[config.mk]
export PLATFORM = sky130hd
export DESIGN_NAME = rot_seq_ctrl_flat
export DESIGN_NICKNAME = d
export VERILOG_FILES = /design/src/rtl/rot_pkg.sv /design/src/rtl/rot_seq_ctrl_if.sv /design/src/rtl/rot_cfg_chk.sv /design/src/rtl/rot_seq_ctrl.sv /design/src/flat_wrapper.sv
export SDC_FILE = /design/constraint.sdc
export NUM_CORES = 1
export LEC_CHECK = 0
export ABC_CLOCK_PERIOD_IN_PS = 3600
export CORE_MARGIN = 10
export CORE_UTILIZATION = 55
export DETAILED_ROUTE_END_ITERATION = 8
export DONT_BUFFER_PORTS = 1
export HOLD_SLACK_MARGIN = 0.06
export PLACE_DENSITY_LB_ADDON = 0.3
export SLEW_MARGIN = 20
export SYNTH_ARGS = -nofsm -noshare
export SYNTH_HDL_FRONTEND = slang
export SYNTH_SLANG_ARGS = --single-unit
[constraint.sdc]
create_clock -name I_RC_HCLK -period 3.6 [get_ports I_RC_HCLK]
set_clock_uncertainty 0.05 [all_clocks]
set_input_delay 0.54 -clock I_RC_HCLK [delete_from_list [all_inputs] [get_ports I_RC_HCLK]]
set_output_delay 0.54 -clock I_RC_HCLK [all_outputs]
set_load 0.02 [all_outputs]
[src/rtl/rot_pkg.sv]
// Shared types and constants for the rotate engine: sequencer states, status
// codes, per-phase beat count, configuration limits and rotation codes.
package rot_pkg;

  localparam int unsigned DIM_W     = 16;
  localparam int unsigned DIM_SUM_W = DIM_W + 1;
  localparam int unsigned SETS_W    = 13;
  localparam int unsigned SET_CNT_W = 24;
  localparam int unsigned ERR_W     = 3;
  localparam int unsigned DEG_W     = 2;

  localparam int unsigned SET_BEATS = 64;
  localparam int unsigned BEAT_W    = $clog2(SET_BEATS);

  // Bits that must be clear in a legal height / width
  localparam logic [DIM_W-1:0] H_ILLEGAL_MASK = 16'h8000;
  localparam logic [DIM_W-1:0] W_ILLEGAL_MASK = 16'hC000;

  localparam logic [ERR_W-1:0] ERR_OK      = 3'd0;
  localparam logic [ERR_W-1:0] ERR_CFG     = 3'd1;
  localparam logic [ERR_W-1:0] ERR_TIMEOUT = 3'd2;
  localparam logic [ERR_W-1:0] ERR_ABORT   = 3'd3;
  localparam logic [ERR_W-1:0] ERR_STOP    = 3'd4;

  localparam logic [DEG_W-1:0] DEG_0   = 2'd0;
  localparam logic [DEG_W-1:0] DEG_90  = 2'd1;
  localparam logic [DEG_W-1:0] DEG_180 = 2'd2;
  localparam logic [DEG_W-1:0] DEG_270 = 2'd3;

  typedef enum logic [2:0] {
    ST_IDLE     = 3'd0,
    ST_CHECK    = 3'd1,
    ST_WAIT_GNT = 3'd2,
    ST_RUN_RD   = 3'd3,
    ST_RUN_WR   = 3'd4,
    ST_FINISH   = 3'd5
  } state_e;

endpackage

[src/rtl/rot_seq_ctrl_if.sv]
// Control/status bundle between the register file side and the rotate job
// sequencer; master drives job requests, slave is the sequencer.
interface rot_seq_ctrl_if;
  import rot_pkg::*;

  logic                 I_RC_START;
  logic                 I_RC_ABORT;
  logic                 I_RC_IRQ_CLR;
  logic [DIM_W-1:0]     I_RC_HEIGHT;
  logic [DIM_W-1:0]     I_RC_WIDTH;
  logic [DEG_W-1:0]     I_RC_DEGREES;
  logic                 I_RC_DIRECTION;
  logic                 I_RC_DMA_GNT;
  logic                 I_RC_CS_STOP;

  logic                 O_RC_CS_RUN;
  logic [DIM_W-1:0]     O_RC_HEIGHT;
  logic [DIM_W-1:0]     O_RC_WIDTH;
  logic [DEG_W-1:0]     O_RC_DEGREES;
  logic                 O_RC_DIRECTION;
  logic                 O_RC_BUSY;
  logic                 O_RC_DONE_IRQ;
  logic [ERR_W-1:0]     O_RC_ERR;
  logic [SET_CNT_W-1:0] O_RC_SET_CNT;

  modport master (
    output I_RC_START, I_RC_ABORT, I_RC_IRQ_CLR, I_RC_HEIGHT, I_RC_WIDTH,
           I_RC_DEGREES, I_RC_DIRECTION, I_RC_DMA_GNT, I_RC_CS_STOP,
    input  O_RC_CS_RUN, O_RC_HEIGHT, O_RC_WIDTH, O_RC_DEGREES, O_RC_DIRECTION,
           O_RC_BUSY, O_RC_DONE_IRQ, O_RC_ERR, O_RC_SET_CNT
  );

  modport slave (
    input  I_RC_START, I_RC_ABORT, I_RC_IRQ_CLR, I_RC_HEIGHT, I_RC_WIDTH,
           I_RC_DEGREES, I_RC_DIRECTION, I_RC_DMA_GNT, I_RC_CS_STOP,
    output O_RC_CS_RUN, O_RC_HEIGHT, O_RC_WIDTH, O_RC_DEGREES, O_RC_DIRECTION,
           O_RC_BUSY, O_RC_DONE_IRQ, O_RC_ERR, O_RC_SET_CNT
  );

endinterface

[src/rtl/rot_cfg_chk.sv]
// Registered image-config check: legality flag and expected 8x8 set count,
// captured on the accepted start so both are ready during CHECK.
module rot_cfg_chk
  import rot_pkg::*;
(
  input  logic                 clk,
  input  logic                 rst,
  input  logic                 load,
  input  logic [DIM_W-1:0]     height,
  input  logic [DIM_W-1:0]     width,
  output logic                 valid_q,
  output logic [SET_CNT_W-1:0] expected_q
);

  logic                 valid_d;
  logic [SET_CNT_W-1:0] expected_d;
  logic [SETS_W-1:0]    h_sets;
  logic [SETS_W-1:0]    w_sets;

  always_comb begin
    valid_d    = valid_q;
    expected_d = expected_q;
    // Round each dimension up to whole 8-pixel tiles
    h_sets = SETS_W'((DIM_SUM_W'(height) + DIM_SUM_W'(7)) >> 3);
    w_sets = SETS_W'((DIM_SUM_W'(width)  + DIM_SUM_W'(7)) >> 3);
    if (load) begin
      valid_d = (height != '0) && (width != '0) &&
                ((height & H_ILLEGAL_MASK) == '0) &&
                ((width  & W_ILLEGAL_MASK) == '0);
      expected_d = SET_CNT_W'(h_sets) * SET_CNT_W'(w_sets);
    end
  end

  always_ff @(posedge clk or posedge rst) begin
    if (rst) begin
      valid_q    <= 1'b0;
      expected_q <= '0;
    end else begin
      valid_q    <= valid_d;
      expected_q <= expected_d;
    end
  end

endmodule

[src/rtl/rot_seq_ctrl.sv]
// Rotate job sequencer: validates the config, then runs one read and one write
// phase per DMA grant until all 8x8 sets are done, ending with IRQ and status.
module rot_seq_ctrl
  import rot_pkg::*;
#(
  parameter int unsigned GNT_TIMEOUT = 1023
) (
  input  logic          I_RC_HCLK,
  input  logic          I_RC_HRESET,
  rot_seq_ctrl_if.slave bus
);

  localparam int unsigned          TO_W      = $clog2(GNT_TIMEOUT + 1);
  localparam logic [BEAT_W-1:0]    BEAT_LAST = BEAT_W'(SET_BEATS - 1);
  localparam logic [TO_W-1:0]      TO_LIMIT  = TO_W'(GNT_TIMEOUT);

  state_e               state_q,     state_d;
  logic                 cs_run_q,    cs_run_d;
  logic [DIM_W-1:0]     height_q,    height_d;
  logic [DIM_W-1:0]     width_q,     width_d;
  logic [DEG_W-1:0]     degrees_q,   degrees_d;
  logic                 direction_q, direction_d;
  logic                 busy_q,      busy_d;
  logic                 irq_q,       irq_d;
  logic [ERR_W-1:0]     err_q,       err_d;
  logic [SET_CNT_W-1:0] set_cnt_q,   set_cnt_d;
  logic [BEAT_W-1:0]    beat_q,      beat_d;
  logic [TO_W-1:0]      to_cnt_q,    to_cnt_d;
  logic                 stop_seen_q, stop_seen_d;

  logic                 start_acc;
  logic                 cfg_valid;
  logic [SET_CNT_W-1:0] expected;
  logic [SET_CNT_W-1:0] set_cnt_inc;
  logic [TO_W-1:0]      to_cnt_inc;
  logic                 stop_seen_now;

  assign start_acc = (state_q == ST_IDLE) && bus.I_RC_START;

  rot_cfg_chk u_cfg_chk (
    .clk        (I_RC_HCLK),
    .rst        (I_RC_HRESET),
    .load       (start_acc),
    .height     (bus.I_RC_HEIGHT),
    .width      (bus.I_RC_WIDTH),
    .valid_q    (cfg_valid),
    .expected_q (expected)
  );

  always_comb begin
    state_d       = state_q;
    cs_run_d      = cs_run_q;
    height_d      = height_q;
    width_d       = width_q;
    degrees_d     = degrees_q;
    direction_d   = direction_q;
    busy_d        = busy_q;
    err_d         = err_q;
    set_cnt_d     = set_cnt_q;
    beat_d        = beat_q;
    to_cnt_d      = '0;
    stop_seen_d   = stop_seen_q;
    set_cnt_inc   = set_cnt_q + SET_CNT_W'(1);
    to_cnt_inc    = to_cnt_q + TO_W'(1);
    stop_seen_now = stop_seen_q | bus.I_RC_CS_STOP;

    case (state_q)
      ST_IDLE: begin
        if (bus.I_RC_START) begin
          height_d    = bus.I_RC_HEIGHT;
          width_d     = bus.I_RC_WIDTH;
          degrees_d   = bus.I_RC_DEGREES;
          direction_d = bus.I_RC_DIRECTION;
          err_d       = ERR_OK;
          set_cnt_d   = '0;
          busy_d      = 1'b1;
          state_d     = ST_CHECK;
        end
      end
      ST_CHECK: begin
        if (!cfg_valid) begin
          err_d   = ERR_CFG;
          state_d = ST_FINISH;
        end else begin
          state_d = ST_WAIT_GNT;
        end
      end
      ST_WAIT_GNT: begin
        // Grant wins over a timeout landing in the same cycle
        if (bus.I_RC_DMA_GNT) begin
          cs_run_d = 1'b1;
          beat_d   = '0;
          state_d  = ST_RUN_RD;
        end else if (to_cnt_inc == TO_LIMIT) begin
          err_d    = ERR_TIMEOUT;
          state_d  = ST_FINISH;
        end else begin
          to_cnt_d = to_cnt_inc;
        end
      end
      ST_RUN_RD: begin
        beat_d      = beat_q + BEAT_W'(1);
        stop_seen_d = 1'b0;
        if (beat_q == BEAT_LAST) begin
          state_d = ST_RUN_WR;
        end
      end
      ST_RUN_WR: begin
        beat_d      = beat_q + BEAT_W'(1);
        stop_seen_d = stop_seen_now;
        if (beat_q == BEAT_LAST) begin
          set_cnt_d = set_cnt_inc;
          cs_run_d  = 1'b0;
          // Generator's last-set flag must coincide exactly with our count
          if (set_cnt_inc == expected) begin
            if (!stop_seen_now) err_d = ERR_STOP;
            state_d = ST_FINISH;
          end else if (stop_seen_now) begin
            err_d   = ERR_STOP;
            state_d = ST_FINISH;
          end else begin
            state_d = ST_WAIT_GNT;
          end
        end
      end
      ST_FINISH: begin
        busy_d  = 1'b0;
        state_d = ST_IDLE;
      end
      default: begin
        state_d = ST_IDLE;
      end
    endcase

    if (bus.I_RC_ABORT && (state_q != ST_IDLE)) begin
      state_d   = ST_FINISH;
      err_d     = ERR_ABORT;
      cs_run_d  = 1'b0;
      busy_d    = 1'b1;
      set_cnt_d = set_cnt_q;
      to_cnt_d  = '0;
    end

    // Set beats clear when both land in one cycle
    irq_d = irq_q;
    if (bus.I_RC_IRQ_CLR)      irq_d = 1'b0;
    if (state_q == ST_FINISH)  irq_d = 1'b1;
  end

  always_ff @(posedge I_RC_HCLK or posedge I_RC_HRESET) begin
    if (I_RC_HRESET) begin
      state_q     <= ST_IDLE;
      cs_run_q    <= 1'b0;
      height_q    <= '0;
      width_q     <= '0;
      degrees_q   <= '0;
      direction_q <= 1'b0;
      busy_q      <= 1'b0;
      irq_q       <= 1'b0;
      err_q       <= '0;
      set_cnt_q   <= '0;
      beat_q      <= '0;
      to_cnt_q    <= '0;
      stop_seen_q <= 1'b0;
    end else begin
      state_q     <= state_d;
      cs_run_q    <= cs_run_d;
      height_q    <= height_d;
      width_q     <= width_d;
      degrees_q   <= degrees_d;
      direction_q <= direction_d;
      busy_q      <= busy_d;
      irq_q       <= irq_d;
      err_q       <= err_d;
      set_cnt_q   <= set_cnt_d;
      beat_q      <= beat_d;
      to_cnt_q    <= to_cnt_d;
      stop_seen_q <= stop_seen_d;
    end
  end

  assign bus.O_RC_CS_RUN    = cs_run_q;
  assign bus.O_RC_HEIGHT    = height_q;
  assign bus.O_RC_WIDTH     = width_q;
  assign bus.O_RC_DEGREES   = degrees_q;
  assign bus.O_RC_DIRECTION = direction_q;
  assign bus.O_RC_BUSY      = busy_q;
  assign bus.O_RC_DONE_IRQ  = irq_q;
  assign bus.O_RC_ERR       = err_q;
  assign bus.O_RC_SET_CNT   = set_cnt_q;

endmodule

[src/flat_wrapper.sv]
// flat-port wrapper written by rule: the top's interface ports become plain ports
module rot_seq_ctrl_flat import rot_pkg::*;
#(
  parameter int unsigned GNT_TIMEOUT = 1023
)
  (I_RC_HCLK, I_RC_HRESET, bus_I_RC_START, bus_I_RC_ABORT, bus_I_RC_IRQ_CLR, bus_I_RC_HEIGHT, bus_I_RC_WIDTH, bus_I_RC_DEGREES, bus_I_RC_DIRECTION, bus_I_RC_DMA_GNT, bus_I_RC_CS_STOP, bus_O_RC_CS_RUN, bus_O_RC_HEIGHT, bus_O_RC_WIDTH, bus_O_RC_DEGREES, bus_O_RC_DIRECTION, bus_O_RC_BUSY, bus_O_RC_DONE_IRQ, bus_O_RC_ERR, bus_O_RC_SET_CNT);
  rot_seq_ctrl_if bus_i ();
  input  logic I_RC_HCLK;
  input  logic I_RC_HRESET;
  input wire logic [$bits(bus_i.I_RC_START)-1:0] bus_I_RC_START;
  input wire logic [$bits(bus_i.I_RC_ABORT)-1:0] bus_I_RC_ABORT;
  input wire logic [$bits(bus_i.I_RC_IRQ_CLR)-1:0] bus_I_RC_IRQ_CLR;
  input wire logic [$bits(bus_i.I_RC_HEIGHT)-1:0] bus_I_RC_HEIGHT;
  input wire logic [$bits(bus_i.I_RC_WIDTH)-1:0] bus_I_RC_WIDTH;
  input wire logic [$bits(bus_i.I_RC_DEGREES)-1:0] bus_I_RC_DEGREES;
  input wire logic [$bits(bus_i.I_RC_DIRECTION)-1:0] bus_I_RC_DIRECTION;
  input wire logic [$bits(bus_i.I_RC_DMA_GNT)-1:0] bus_I_RC_DMA_GNT;
  input wire logic [$bits(bus_i.I_RC_CS_STOP)-1:0] bus_I_RC_CS_STOP;
  output wire logic [$bits(bus_i.O_RC_CS_RUN)-1:0] bus_O_RC_CS_RUN;
  output wire logic [$bits(bus_i.O_RC_HEIGHT)-1:0] bus_O_RC_HEIGHT;
  output wire logic [$bits(bus_i.O_RC_WIDTH)-1:0] bus_O_RC_WIDTH;
  output wire logic [$bits(bus_i.O_RC_DEGREES)-1:0] bus_O_RC_DEGREES;
  output wire logic [$bits(bus_i.O_RC_DIRECTION)-1:0] bus_O_RC_DIRECTION;
  output wire logic [$bits(bus_i.O_RC_BUSY)-1:0] bus_O_RC_BUSY;
  output wire logic [$bits(bus_i.O_RC_DONE_IRQ)-1:0] bus_O_RC_DONE_IRQ;
  output wire logic [$bits(bus_i.O_RC_ERR)-1:0] bus_O_RC_ERR;
  output wire logic [$bits(bus_i.O_RC_SET_CNT)-1:0] bus_O_RC_SET_CNT;
  assign bus_i.I_RC_START = bus_I_RC_START;
  assign bus_i.I_RC_ABORT = bus_I_RC_ABORT;
  assign bus_i.I_RC_IRQ_CLR = bus_I_RC_IRQ_CLR;
  assign bus_i.I_RC_HEIGHT = bus_I_RC_HEIGHT;
  assign bus_i.I_RC_WIDTH = bus_I_RC_WIDTH;
  assign bus_i.I_RC_DEGREES = bus_I_RC_DEGREES;
  assign bus_i.I_RC_DIRECTION = bus_I_RC_DIRECTION;
  assign bus_i.I_RC_DMA_GNT = bus_I_RC_DMA_GNT;
  assign bus_i.I_RC_CS_STOP = bus_I_RC_CS_STOP;
  assign bus_O_RC_CS_RUN = bus_i.O_RC_CS_RUN;
  assign bus_O_RC_HEIGHT = bus_i.O_RC_HEIGHT;
  assign bus_O_RC_WIDTH = bus_i.O_RC_WIDTH;
  assign bus_O_RC_DEGREES = bus_i.O_RC_DEGREES;
  assign bus_O_RC_DIRECTION = bus_i.O_RC_DIRECTION;
  assign bus_O_RC_BUSY = bus_i.O_RC_BUSY;
  assign bus_O_RC_DONE_IRQ = bus_i.O_RC_DONE_IRQ;
  assign bus_O_RC_ERR = bus_i.O_RC_ERR;
  assign bus_O_RC_SET_CNT = bus_i.O_RC_SET_CNT;
  rot_seq_ctrl #(.GNT_TIMEOUT(GNT_TIMEOUT)) u_core (.I_RC_HCLK(I_RC_HCLK), .I_RC_HRESET(I_RC_HRESET), .bus(bus_i));
endmodule
Yosys cells after proc, flatten, opt, wreduce, memory -nomap -nowiden

Cells that the tools add are included.

Register bits after elaboration: 110
Bits in latches: 0
RAM bits: 0
Bits in read-only memories: 0
Bits of input ports: 42
Output and inout port bits: 65
Logic and storage cells: 109
Memories: 0

Add/sub/neg operators: 5
Multiply operators: 1
Divide/modulo/power cells: 0
Order comparisons: 0
Equal/unequal tests: 21
Shift-type cells: 0
Multiplexer cells: 39
Bitwise operators: 2
Reduce and logical (&&, ||, !) cells: 26

Operators by type and width:

| cell                                                             | number |
|---|---|
| 3-bit two-way mux                                                | 18 |
| 24-bit two-way mux                                               | 2 |
| 24-bit case mux with 2 select lines                              | 1 |
| 10-bit two-way mux                                               | 4 |
| 16-bit by 3-bit adder with 16-bit output (second input constant) | 2 |
| 16-bit logical NOT                                               | 2 |
| 16-bit nonzero test                                              | 2 |
| 24-bit by 1-bit adder with 24-bit output (second input constant) | 1 |
| 24-bit == test                                                   | 1 |
| 13-bit by 13-bit multiplier with 24-bit output                   | 1 |
| 3-bit case mux with 5 select lines                               | 1 |
| 3-bit case mux with 4 select lines                               | 1 |
| 6-bit case mux with 2 select lines                               | 1 |
| 10-bit by 1-bit adder with 10-bit output (second input constant) | 1 |
| 10-bit == test (second input constant)                           | 1 |
| 3-bit by 1-bit != test with 1-bit output (second input constant) | 3 |
| 3-bit by 2-bit != test with 1-bit output (second input constant) | 3 |
| 3-bit nonzero test                                               | 3 |
| 4-bit AND reduction                                              | 2 |
| 8-bit AND reduction                                              | 1 |
| 2-bit nonzero test                                               | 4 |
| 1-bit two-way mux                                                | 7 |
| 6-bit by 1-bit adder with 6-bit output (second input constant)   | 1 |
| 3-bit by 2-bit == test with 1-bit output (second input constant) | 2 |
| 19 further kinds                                                 | 29 |

Depth between registers and ports, before layout

Gate-level depths: netlist (run 1).

Depth after elaboration: 6
Depth in mapped cells: 28
Mapped depth without buffers: 27

Modules after synthesis

A second synthesis (run 1) with hierarchy kept.

Cell total of the unflattened synthesis: 1,302
Area, all modules: 11,688.7 um^2

By module, submodules not included:

| module       | times used | cells an instance | area an instance (um^2) | seq. area each (um^2) |
|---|---|---|---|---|
| rot_cfg_chk  | 1          | 790               | 6,800.3                 | 625.6 |
| rot_seq_ctrl | 1          | 512               | 4,888.4                 | 2,127.0 |

Worst setup path after synthesis (run 1)

No wires, ideal clock.

Kind: input to register
Start: in bus_I_RC_HEIGHT[4]
End: reg u_core.u_cfg_chk.expected_q[18]
Setup time: 0.134 ns
Arrival: 7.008 ns
Data required time: 3.416 ns
Slack: -3.592 ns
Stages: 27
Buffers on the path: 1
Cell sequence: clkbuf_1 o311ai_0 nor2_1 nand4_1 inv_1 nand2_1 xnor2_1 nor2_1 fa_1 inv_1 fa_1 inv_1 fa_1 fa_1 inv_1 fa_1 inv_1 ha_1 and3_1 a221o_1 o41ai_1 o211a_1 nand2_1 a21o_1 a21oi_1 xor2_1 o21ai_0

Cells in the longest elaborated chain, start to end: 2

Ends and longest elaborated chain:

| element                                        | RTL line           | RTL |
|---|---|---|
| from (decl)                                    | flat_wrapper.sv:13 | `input wire logic [$bits(bus_i.I_RC_HEIGHT)-1:0] bus_I_RC_HEIGHT;` |
| 16-bit by 3-bit adder with 16-bit output       | rot_cfg_chk.sv:24  | `h_sets = SETS_W'((DIM_SUM_W'(height) + DIM_SUM_W'(7)) >> 3);` |
| 13-bit by 13-bit multiplier with 24-bit output | rot_cfg_chk.sv:30  | `expected_d = SET_CNT_W'(h_sets) * SET_CNT_W'(w_sets);` |
| to (signal assigned)                           | rot_cfg_chk.sv:40  | `expected_q <= expected_d;` |
| to (decl)                                      | rot_cfg_chk.sv:12  | `output logic [SET_CNT_W-1:0] expected_q` |

No other way between the ends.
A chain may end at the register's enable or synchronous reset.

Worst setup path after layout (run 1)

Start: in bus_I_RC_HEIGHT[0]
End: reg u_core.u_cfg_chk.expected_q[17]

The elaborated chain is that of the path after synthesis.

==> impl_results.md, run 1 <==
- Status: complete, but fails checks
- Failing checks: negative setup slack
- Pwr dens: 917.9 nW/um^2
- Dpl ws: -2.877 ns
- Reg clk slew, reported paths: 0.08 ns
- Most used flip-flop cell after synthesis: dfrtp_1
- Share of cells above drive strength 1: 22.91%
- Sequential fraction of the synthesis area: 23.69%
- Synthesis-stage register bit count: 110
- Max cap viols: 0
- Critical path's top delay family: adder cells
- Fin cells: 1842
- CP Class: input pin to register
- Sink Count: 110
- CP Capture Type: register
- Drt wl/cell: 17.87 um
- Setup TNS Final: -35.92 ns
- Leakage: 6.896 nW
- Critical Path Start Type: input pin
- Most used cell, CP: fa_1
- Die Height: 165.3 um
- Initial antenna violation count: 0
- DRC violations left: 0
- Drt total wl: 32.92 mm
- Post-DP HPWL: 26.22 mm
- I/O Buffers: 0
- Cell count after synthesis: 1404
- Min Tclk post-route: 6.039 ns
- Initial core utilization: 55.62%
- Worst-case clock buffer depth: 2
- H-tree levels: 3
- Worst-Margin Slew: 0.8000 ns
- Clock latency on the worst-skew pair: 0.36 ns
- Core Region: 20890 um^2
- Max Slew Vio Count: 0
- Synthesis-to-layout area growth: 24.14%
- YS warnings: 0
- First-pass GRT wire length: 54.05 mm
- GP Congestion: 0.9364
- Row Count: 53
- Slowest CP cell: fa_1
- Final ANT Viol Nets: 0
- Post-Syn Area per Cell: 8.274 um^2
- Placed Instance Area: 13520 um^2
- Max Fclk: 165.6 MHz
- Filler instances: 1608
- Worst setup margin: -2.439 ns
- Placed cells: 1798
- CP Max Fanout: 4
- Ports: 107
- Setup-failing EPs final: 20
- WP data required: 3.76 ns
- Initial DRC count: 716
- CTS tree: built
- Vias in the first global route: 10490
- 1st-pass router iterations: 5
- Gr ovfl total: 0
- RSZ-0062 raised after global routing: true
- Worst Path Buf+Inv: 8
- Gr usage total: 24.66%
- Hold Vio Cnt, Final: 0
- Slowest cell delay on critical path: 0.55 ns
- CTS buffer count: 9
- Unique masters post-synth: 64
- Pin count of the biggest net entering global routing: 65
- Worst hold slack: 0.1573 ns
- CTS Root Cell: clkbuf_16
- Die ar.: 27340 um^2
- Cell Area, Synth: 11620 um^2
- Arr. time, crit path: 6.20 ns
- Worst VDD drop: 1092 uV
- Final period utilization: 167.7%
- Die span in x: 165.3 um
- Cell area after layout: 14420 um^2
- Via count: 10370
- Syn Nets: 1632
- Final net count: 1790
- Vias per cell: 5.628
- Hold_buf cts: 0
- Diodes inserted: 0
- Post-synth EDFFs: 0
- Ys async rst share: 100.0%
- Min-delay worst type: input pin to async pin
- Slew headroom: 45.99%
==> state kept, by name (all words and copies together) (netlist names) <==
signal                       flops
u_core.state_q                   3
u_core.bus.O_RC_HEIGHT          16
u_core.bus.O_RC_BUSY             1
u_core.beat_q                    6
u_core.bus.O_RC_DEGREES          2
u_core.bus.O_RC_DONE_IRQ         1
u_core.bus.O_RC_CS_RUN           1
u_core.bus.O_RC_SET_CNT         24
u_core.bus.O_RC_DIRECTION        1
u_core.to_cnt_q                 10
u_core.u_cfg_chk.valid_q         1
u_core.stop_seen_q               1
u_core.bus.O_RC_WIDTH           16
u_core.u_cfg_chk.expected_q     24
u_core.bus.O_RC_ERR              3
==> area by class of cell <==
type | count | area [um^2] | area share, %
clock buffer | 10 | 229.0 | 1.588
clock inverter | 6 | 62.56 | 0.4338
sequential | 110 | 2753 | 19.09
inverter | 185 | 696.9 | 4.833
multi-input combinational | 1049 | 8675 | 60.15
timing repair buffer | 207 | 1662 | 11.52
tap | 275 | 344.1 | 2.386
==> path summary, 6_finish.rpt <==
path                                                                     to                              startpoint  depth (start not counted)  slack, ns
worst max-delay path            u_core.u_cfg_chk.expected_q[17]$_DFFE_PP0P_                      bus_I_RC_HEIGHT[0]                         28      -2.44
worst min-delay path                   u_core.bus.O_RC_WIDTH[8]$_DFFE_PP0P_                             I_RC_HRESET                          1       0.16
worst max register to register           u_core.bus.O_RC_ERR[1]$_DFFE_PP0P_  u_core.bus.O_RC_SET_CNT[0]$_DFFE_PP0P_                         10       0.06
worst min register to register                 u_core.to_cnt_q[0]$_DFF_PP0_            u_core.to_cnt_q[0]$_DFF_PP0_                          1       0.44
max in group asynchronous       u_core.u_cfg_chk.expected_q[13]$_DFFE_PP0P_                             I_RC_HRESET                          2       2.56
min in group I_RC_HCLK               u_core.bus.O_RC_DEGREES[1]$_DFFE_PP0P_                     bus_I_RC_DEGREES[1]                          2       0.23
==> power by group <==
| part | internal (mW) | leakage, nW | total [mW] | switching, mW |
|---|---|---|---|---|
| combinational | 4.93 | 5.33 | 9.94 | 5.01 |
| sequential | 1.61 | 1.42 | 2.28 | 0.675 |
| clock | 0.490 | 0.142 | 1.02 | 0.527 |
| total | 7.03 | 6.90 | 13.2 | 6.21 |
==> synth_stat cells, types with 17 or more instances <==
cell,number,area (um^2)
a21oi_1,33,165.2
clkbuf_1,50,187.7
dfrtp_1,110,2753
fa_1,120,2402
ha_1,66,825.8
inv_1,184,690.7
nand2_1,255,957.2
nand2b_1,17,106.4
nand3_1,32,160.2
nand4_1,21,131.4
nor2_1,149,559.3
nor3_1,17,85.08
o21ai_0,77,385.4
xnor2_1,58,508.0
xor2_1,44,385.4
==> cells in the final DEF (no fill, tap or decap), types with 21 or more instances in the layout <==
| cell type | instances |
|---|---|
| fa_1 | 117 |
| buf_4 | 190 |
| nand3_1 | 29 |
| inv_1 | 159 |
| nand4_1 | 21 |
| nor2_1 | 130 |
| nand2_1 | 248 |
| o21ai_0 | 65 |
| ha_1 | 53 |
| inv_2 | 24 |
| a21oi_1 | 24 |
| xnor2_1 | 45 |
| xor2_1 | 37 |
| dfrtp_1 | 110 |
==> logic make-up after synthesis <==
logic type                 Yosys count  share of synthesized area [%]
AOI/OAI and AO/OA                  193                          10.54
xor gates and xnor gates           102                          7.690
adders and majority gates          186                          27.79
buffers and inverters              245                          8.024
DFF                                110                          23.69
muxes                                7                         0.7324
and+or+nand+nor                    561                          21.53
==> metrics by stage <==
| stage | total power [mW] | utilization [%] |
|---|---|---|
| final | 13.24 | 69.04 |
| after global placement | 10.98 | 64.71 |
| after floorplan | 8.323 | - |
| after detailed placement | 11.23 | 64.71 |
| after global routing | 14.55 | 69.04 |
| after CTS | 12.74 | 67.61 |
==> worst reg2reg max path, stage by stage, from the launching register on <==
cell,delay [ns]
dfrtp_1,0.37
ha_1,0.23
nand2_1,0.16
or4_4,0.54
a21o_1,0.18
a2111oi_2,0.39
nand4_1,0.21
a2111oi_4,0.44
a21bo_4,0.31
o211ai_4,0.23
mux2_1,0.34
==> metal layers <==
| layer | vias to the layer above | GRT usage, % | share of wire (%) |
|---|---|---|---|
| met5 | - | 0 | 0 |
| met4 | 0 | 7.382 | 2.8 |
| met3 | 69 | 4.660 | 6.6 |
| met2 | 368 | 43.51 | 51 |
| met1 | 5094 | 29.96 | 39 |
| li1 | 4835 | - | - |
==> repair_timing <==
action	4_1_cts	5_1_grt
endpoints found under the setup margin	21	21
gates resized for setup	43	56
pin swaps	37	60
buffers inserted	15	13
No activity file was read; power rests on OpenSTA's default activity.
==> run 2: changes to the inputs <==
- CORE_ASPECT_RATIO: default -> 0.75
- RECOVER_POWER: default -> 25
==> impl_results.md, run 2 (synthesized netlist as in run 1, its figures left out) <==
- Status: complete, but fails checks
- Failing checks: max-capacitance violations, max-slew violations, negative setup slack
- RSZ-0062 raised after global routing: true
- GP Congestion: 0.9796 (+4.6%)
- Row Count: 45 (-15%)
- Multi-input gate area: 8792 um^2 (+1.4%)
- Min-delay worst type: input pin to register
- Drt wl/cell: 18.93 um (+5.9%)
- Gr ovfl total: 0 (unchanged)
- Max Slew Vio Count: 76 (+76)
- Initial antenna violation count: 0 (unchanged)
- DRC violations left: 0 (unchanged)
- Vias per cell: 5.671 (+0.78%)
- 1st-pass router iterations: 5 (unchanged)
- CTS buffer count: 9 (unchanged)
- Final ANT Viol Nets: 0 (unchanged)
- Clock latency on the worst-skew pair: 0.36 ns (about the same)
- WP data required: 3.80 ns (+0.04 ns)
- Drt total wl: 34.91 mm (+6.0%)
- Final period utilization: 163.9% (-3.8 points)
- Die span in x: 187.8 um (+14%)
- Worst hold slack: 0.2146 ns (+0.05734 ns)
- Critical Path Start Type: input pin
- Initial core utilization: 56.68% (+1.1 points)
- CP Class: input pin to register
- Register Area: 2754 um^2 (about the same)
- Vias in the first global route: 10170 (-3.1%)
- Share of cells above drive strength 1: 23.43% (+0.52 points)
- Worst VDD drop: 931.5 uV (-15%)
- Die ar.: 27400 um^2 (+0.22%)
- Gr usage total: 24.41% (-0.25 points)
- Pwr dens: 959.9 nW/um^2 (+4.6%)
- Setup-failing EPs final: 20 (unchanged)
- Die Height: 145.9 um (-12%)
- Sink Count: 110 (unchanged)
- Worst setup margin: -2.301 ns (+0.1373 ns)
- Core Region: 20490 um^2 (-1.9%)
- CTS Root Cell: clkbuf_16
- CP Max Fanout: 4 (unchanged)
- Dpl ws: -2.886 ns (-0.008380 ns)
- Final net count: 1785 (-0.28%)
- CTS tree: built
- Slew headroom: -93.23% (-140 points)
- Reg clk slew, reported paths: 0.09 ns (about the same)
- Initial DRC count: 1023 (+43%)
- Worst-case clock buffer depth: 2 (unchanged)
- Leakage: 6.946 nW (+0.73%)
- I/O Buffers: 0 (unchanged)
- Ports: 107 (unchanged)
- Most frequent cells in the layout: nand2_1, buf_4, inv_1, nor2_1, fa_1
- Arr. time, crit path: 6.10 ns (-0.10 ns)
- Pin count of the biggest net entering global routing: 77 (+18%)
- Synthesis-to-layout area growth: 25.32%
- Tot Pwr: 13.97 mW (+5.6%)
- Max cap viols: 1 (+1)
- Diodes inserted: 0 (unchanged)
- Min Tclk post-route: 5.901 ns (-0.1373 ns)
- Max Fclk: 169.5 MHz (+2.3%)
- Worst-Margin Slew: 2.895 ns (+2.095 ns)
- H-tree levels: 3 (unchanged)
- First-pass GRT wire length: 54.25 mm (+0.38%)
- Filler instances: 1588 (-1.2%)
- Via count: 10460 (+0.89%)
- Setup TNS Final: -34.82 ns (+1.102 ns)
- Post-DP HPWL: 27.22 mm (+3.8%)
- Finished Core Util: 71.04% (+2.0 points)
- Hold Vio Cnt, Final: 0 (unchanged)
- Commonest non-fill, non-tap cell in the layout: nand2_1
- CP Capture Type: register
-- run 2: cell types whose count changed in the layout (fill, tap and decap cells not counted), sizes merged --
cell	previous run	this run
clkinvlp	0	1
clkinv	4	2
bufinv	0	1
buf	207	202
-- run 2: per-layer routing --
metal	global-route usage, %	vias to the layer above	wire length, um
met4	4.190	0	447
met3	6.671	42	3592
met2	37.60	461	15810
met1	33.97	5128	15060
met5	0	-	0
li1	-	4827	-
-- run 2: final cells by class --
class                   instances  area share (%)
clock buffers                  10           1.641
clock inverters                 6          0.6016
inverters                     185           4.770
multi-input cells            1049           60.39
flip-flops and latches        110           18.92
well taps                     282           2.424
repair buffers                202           11.26
-- run 2: critical path, cell delays in order --
cell and delay [ns]:
o311ai_4 0.35, buf_6 0.16, buf_4 0.11, xnor2_1 0.28, buf_4 0.26, nand2_1 0.09, fa_2 0.38, fa_1 0.51
fa_1 0.52, inv_1 0.06, fa_1 0.53, inv_1 0.06, fa_1 0.49, inv_2 0.05, ha_4 0.23, nand2_2 0.06
nor2_2 0.04, a211oi_2 0.15, o31ai_2 0.11, o41ai_2 0.38, buf_4 0.20, a21oi_4 0.06, a211oi_2 0.25, xnor2_1 0.14
o21ai_1 0.07
-- run 2: repair_timing --
| item | in CTS | in global routing |
|---|---|---|
| setup buffers | 15 | 17 |
| setup endpoints to repair | 20 | 22 |
| resized for setup | 61 | 57 |
| hold buffers | 0 | 0 |
| gates cloned | 0 | 0 |
| pin swaps | 77 | 67 |
-- run 2: worst paths after layout --
| path | end | slack (ns) | startpoint | depth (start not counted) |
|---|---|---|---|---|
| max | u_core.u_cfg_chk.expected_q[23]$_DFFE_PP0P_ | -2.30 | bus_I_RC_HEIGHT[0] | 25 |
| min | u_core.bus.O_RC_HEIGHT[2]$_DFFE_PP0P_ | 0.21 | bus_I_RC_HEIGHT[2] | 2 |
| max reg2reg | u_core.bus.O_RC_ERR[1]$_DFFE_PP0P_ | 0.12 | u_core.bus.O_RC_SET_CNT[13]$_DFFE_PP0P_ | 10 |
| min reg2reg | u_core.beat_q[5]$_DFFE_PP0P_ | 0.44 | u_core.beat_q[5]$_DFFE_PP0P_ | 1 |
| max in group asynchronous | u_core.u_cfg_chk.expected_q[9]$_DFFE_PP0P_ | 0.79 | I_RC_HRESET | 1 |
| min in group asynchronous | u_core.bus.O_RC_WIDTH[5]$_DFFE_PP0P_ | 1.04 | I_RC_HRESET | 1 |
-- run 2: metrics by stage --
step | cell area [um^2] | std cells
2_1_floorplan | 12100 | 1404
3_3_place_gp | 13470 | 1797
3_5_place_dp | 13470 | 1797
4_1_cts | 14160 | 1828
5_1_grt | 14560 | 1844
6_report | 14560 | 1844
-- run 2: report_power, final --
part	switching [mW]	internal, mW
Sequential	0.643	1.61
Clock	0.543	0.582
Combinational	5.25	5.35
==> run 3: changes to the inputs <==
- ABC_AREA: default -> 0
==> results of run 3 <==
No change in the layout: final DEF, timing and power equal those of run 2.
